**src/rtl/instr_fetch_unit.sv**
```systemverilog
// Instruction fetch stage: PC, instruction register, req/ack fetch FSM and next-PC selection.
// Optional misaligned-fetch detection is enabled by defining IFU_ALIGN_CHECK_EN.
module instr_fetch_unit #(
  parameter logic [31:0] PC_RESET = 32'h0000_0000,
  parameter int          ADDR_W   = 32
) (
  input  logic              clk,
  input  logic              rst_n,
  input  logic              fetch_start,
  input  logic              pc_update,
  input  logic              jump,
  input  logic              is_jr,
  input  logic              beq,
  input  logic              bne,
  input  logic              zero,
  input  logic [31:0]       rs_data,
  output logic              imem_req,
  output logic [ADDR_W-1:0] imem_addr,
  input  logic              imem_ack,
  input  logic [31:0]       imem_rdata,
  output logic [31:0]       instr,
  output logic [5:0]        opcode,
  output logic [5:0]        funct,
  output logic [ADDR_W-1:0] pc,
  output logic [ADDR_W-1:0] pc_plus4,
  output logic              instr_valid,
  output logic              busy,
  output logic              fetch_err
);

  typedef enum logic {IDLE, REQ} state_t;

  state_t            state, state_next;
  logic [ADDR_W-1:0] pc_next, target, branch_off;
  logic [31:0]       instr_next;
  logic              valid_next;
  logic              pend, pend_next;
  logic              misaligned;

`ifdef IFU_ALIGN_CHECK_EN
  logic err_reg, err_next;
  assign misaligned = |pc[1:0];
  assign fetch_err  = err_reg;
  assign imem_addr  = pc;
`else
  assign misaligned = 1'b0;
  assign fetch_err  = 1'b0;
  assign imem_addr  = {pc[ADDR_W-1:2], 2'b00};
`endif

  assign opcode   = instr[31:26];
  assign funct    = instr[5:0];
  assign pc_plus4 = pc + 32'd4;
  assign imem_req = (state == REQ);
  assign busy     = (state == REQ) | pend;

  // Next-PC priority: JR, then J/JAL, then taken branch, else sequential.
  always_comb begin
    branch_off = {{14{instr[15]}}, instr[15:0], 2'b00};
    if (jump && is_jr)
      target = rs_data;
    else if (jump)
      target = {pc_plus4[31:28], instr[25:0], 2'b00};
    else if ((beq && zero) || (bne && !zero))
      target = pc_plus4 + branch_off;
    else
      target = pc_plus4;
  end

  always_comb begin
    state_next = state;
    pc_next    = pc;
    instr_next = instr;
    valid_next = instr_valid;
    pend_next  = pend;
`ifdef IFU_ALIGN_CHECK_EN
    err_next   = err_reg;
`endif
    case (state)
      IDLE: begin
        if (pc_update) begin
          // A fetch requested alongside a PC commit waits one cycle for the new PC.
          pc_next    = target;
          valid_next = 1'b0;
          pend_next  = pend | fetch_start;
        end else if (fetch_start || pend) begin
          pend_next = 1'b0;
          if (misaligned) begin
`ifdef IFU_ALIGN_CHECK_EN
            err_next = 1'b1;
`endif
          end else begin
            valid_next = 1'b0;
            state_next = REQ;
          end
        end
      end
      REQ: begin
        if (imem_ack) begin
          instr_next = imem_rdata;
          valid_next = 1'b1;
          state_next = IDLE;
        end
      end
      default: state_next = IDLE;
    endcase
  end

  always_ff @(posedge clk or negedge rst_n) begin
    if (!rst_n) begin
      state       <= IDLE;
      pc          <= PC_RESET;
      instr       <= 32'h0;
      instr_valid <= 1'b0;
      pend        <= 1'b0;
`ifdef IFU_ALIGN_CHECK_EN
      err_reg     <= 1'b0;
`endif
    end else begin
      state       <= state_next;
      pc          <= pc_next;
      instr       <= instr_next;
      instr_valid <= valid_next;
      pend        <= pend_next;
`ifdef IFU_ALIGN_CHECK_EN
      err_reg     <= err_next;
`endif
    end
  end

endmodule

```
**config.mk**
```make
export PLATFORM = sky130hd
export DESIGN_NAME = instr_fetch_unit
export DESIGN_NICKNAME = d
export VERILOG_FILES = /design/src/rtl/instr_fetch_unit.sv
export SDC_FILE = /design/constraint.sdc
export NUM_CORES = 1
export LEC_CHECK = 0
export CORE_UTILIZATION = 30
export DETAILED_ROUTE_END_ITERATION = 6
export PLACE_DENSITY = 0.64
export SYNTH_ARGS = -nofsm -noshare
export SYNTH_HDL_FRONTEND = slang
export SYNTH_SLANG_ARGS = --single-unit
```
**constraint.sdc**
```tcl
create_clock -name clk -period 10.9 [get_ports clk]
set_clock_uncertainty 0.05 [all_clocks]
set_input_delay 1.635 -clock clk [delete_from_list [all_inputs] [get_ports clk]]
set_output_delay 1.635 -clock clk [all_outputs]
set_load 0.02 [all_outputs]
```
==> run metrics <==
outcome=completed; clock period minus worst slack=4.87 ns; Critical Path Start=pc[2]; Comb pwr share=0.712; area occupied by multi-input gates=3740 um2; Buf/Inv on CP=1; Final Util=0.426; vias in the first global route=5,204; cell count after synthesis=660; sw power=0.00154 W; Placed Area=7940 um2; setup bufs post-CTS=0; Post-Route Setup TNS=0 ns; Hold-fix buffers, CTS=0; CP most frequent cell=nor2_1; # DRC=0; Worst Path Arrival=3.19 ns; worst stage delay on the critical path=0.68 ns; DRT Wirelength=19.2 mm; Top Ports=218; cell row count=51; DIE AREA=20,400 um2; RR Endpoint=pc[28]; worst hold slack=0.472 ns; Seq cells post-synth=67; Fillers=1,914; Layout area overhead=39.2%; register area=1680 um2; DRT antenna net count=0; Pre-Repair DR Iteration Count=6; number of synthesized flops with an enable pin=0; delay-heaviest family, CP=simple AND/OR/NAND/NOR gates; relative slew slack=0.341; worst path cell trace=ha_1 -> nand4_1 -> nor2_1 -> nand2b_4 -> or2_1 -> nor2_1 -> xor2_1 -> clkdlybuf4s50_1; Worst Hold Class=register to register; total CTS buffers=9; IR Drop Worst-Case VDD=0.185 mV; Layout Nets=931; synth cell count leaders=nand2_1, dfrtp_1, buf_4, nor2_1, a21oi_1; Yosys warnings=0; n_diodes=0; CP Class=register to output port; Yosys top cell by area=dfrtp_1; syn_area_per_cell=9.02 um2; Longest Clk Path Bufs=2; Final Hold Fails=0; final setup fails=0; R2R Path Start=pc[2]; Initial Utilization=0.306; Root Buffer=clkbuf_16; Synth area leaders=dfrtp_1, mux2_2, ha_1; # Max-Cap Violations=0; Final Cell Area=8290 um2; Clock power frac=0.109; FF-to-FF path depth=17; chip height=143 um; share of cells above drive strength 1=0.120; first-pass GRT wire length=29.5 mm; Final HPWL DP=14.2 mm; Syn Std Cell Area=5950 um2; fin cells=1,090; Clock Latency Late Sink=0.35 ns; fmax=0.205 GHz; drt first-iter violations=365; Int Pwr=0.00164 W; vias per inst=4.97; post_cts resized=0; Pwr Density=384 nW/um2; post-synthesis cell type count=83; Worst-Margin Slew=0.988 ns; total grt overflow=0; Reg2Reg Setup Slack=6.75 ns; Total GRT Usage=0.192; Placer Congestion=0.884; Crit. path cell count=8; htree depth=3; initial antenna violation count=0; Placed Cells=1,074; Reg power frac=0.178; critical path peak fanout=9; sw frac=0.484; slowest library cell on the worst path=clkdlybuf4s50_1; Max Transition Viols Final=0; Final period util=0.447; Crit path required time=9.22 ns; Synth top area share=0.282; core area=19,500 um2; drt wl/cell=17.6 um; Seq/Total Area, Yosys=0.282; Async SR Flop Fraction=1.00; Main synth FF type=dfrtp_1; vias=5,421; CP startpoint kind=register; Sink Count=67; Die X=143 um; CTS tree=done; Setup crit end=pc_plus4[24]; leakage power=3.43 nW; most frequent cell after synthesis=nand2_1; Worst-path clk slew=0.06 ns; RSZ-0062 raised after global routing=no; IO buf count=214; Critical Path Sink Type=output port; largest net degree at the start of global routing=68
[flip-flops by register name, summed over array words and instances (netlist names)]
register and count:
pend 1, instr 32, instr_valid 1, pc 32
imem_req 1
[cells by family (layout without fill, tap and decap cells)]
group	after synthesis	in the layout	share of synthesized area
buf+inv	81	244	0.0921
compound gates	172	172	0.200
simple gates	188	188	0.155
fa+ha+maj	37	37	0.0790
xor+xnor	53	53	0.0805
mux	61	61	0.111
other cells	1	3	0.000630
flops	67	67	0.282
[worst min path at each step]
stage                         start        end  cells past startpoint
after floorplan                pend       pend                      1
after global placement        pc[0]      pc[0]                      2
after detailed placement      pc[0]      pc[0]                      2
after CTS                     pc[0]      pc[0]                      2
after global routing      instr[28]  instr[28]                      1
final                         pc[0]      pc[0]                      2
[power groups by stage]
stage               Clock [W]  Combinational, W  Sequential [W]
finish               0.000348           0.00227        0.000567
global route         0.000368           0.00247        0.000590
CTS                  0.000356           0.00227        0.000569
detailed placement          0           0.00225        0.000571
global placement            0           0.00226        0.000568
floorplan                   0           0.00142        0.000669
[worst reg2reg max path: stages (launching register included)]
cell and delay (ns):
dfrtp_1 0.49, ha_1 0.26, nand4_1 0.17, nor2_1 0.41, nand2b_4 0.13, nor2_4 0.16, nand2_1 0.10, xnor2_1 0.29
ha_1 0.35, inv_1 0.11, o21bai_1 0.08, a21oi_1 0.27, o21bai_1 0.09, a21o_1 0.18, a221oi_1 0.33, xor2_1 0.12
a221o_1 0.38, o21ai_2 0.11
[through the flow]
stage	setup slack (ns)	total power, W
after floorplan	6.93	0.00209
after global placement	6.41	0.00283
after detailed placement	6.38	0.00282
after CTS	6.00	0.00319
after global routing	5.79	0.00343
final	6.03	0.00318
[cells in the final DEF (no fill, tap or decap), drive strengths merged, types with 11 or more instances in the layout]
cell type / synthesis / final
dfrtp: 67 / 67
mux2: 41 / 41
ha: 36 / 36
a21o: 15 / 15
a211oi: 13 / 13
o21ai: 44 / 44
nand3: 23 / 23
nor2: 50 / 50
mux2i: 20 / 20
clkdlybuf4s50: 0 / 211
xnor2: 35 / 35
xor2: 18 / 18
nand2: 72 / 72
a21oi: 45 / 45
inv: 11 / 11
[layout make-up]
cell class                      instances  area share
Clock buffer                           10      0.0276
Clock inverter                          6      0.0137
Inverter                               11     0.00498
Multi-Input combinational cell        514       0.452
Sequential cell                        67       0.202
Tap cell                              265      0.0400
Timing Repair Buffer                  217       0.260
[routing by layer]
| metal | share of wire | global-route usage | routed length (um) |
|---|---|---|---|
| met1 | 0.46 | 0.262 | 8830 |
| met2 | 0.46 | 0.300 | 8740 |
| met3 | 0.073 | 0.0503 | 1390 |
| met4 | 0.013 | 0.0470 | 240 |
| met5 | 0 | 0 | 0 |
(Power assumes the default switching activity.)
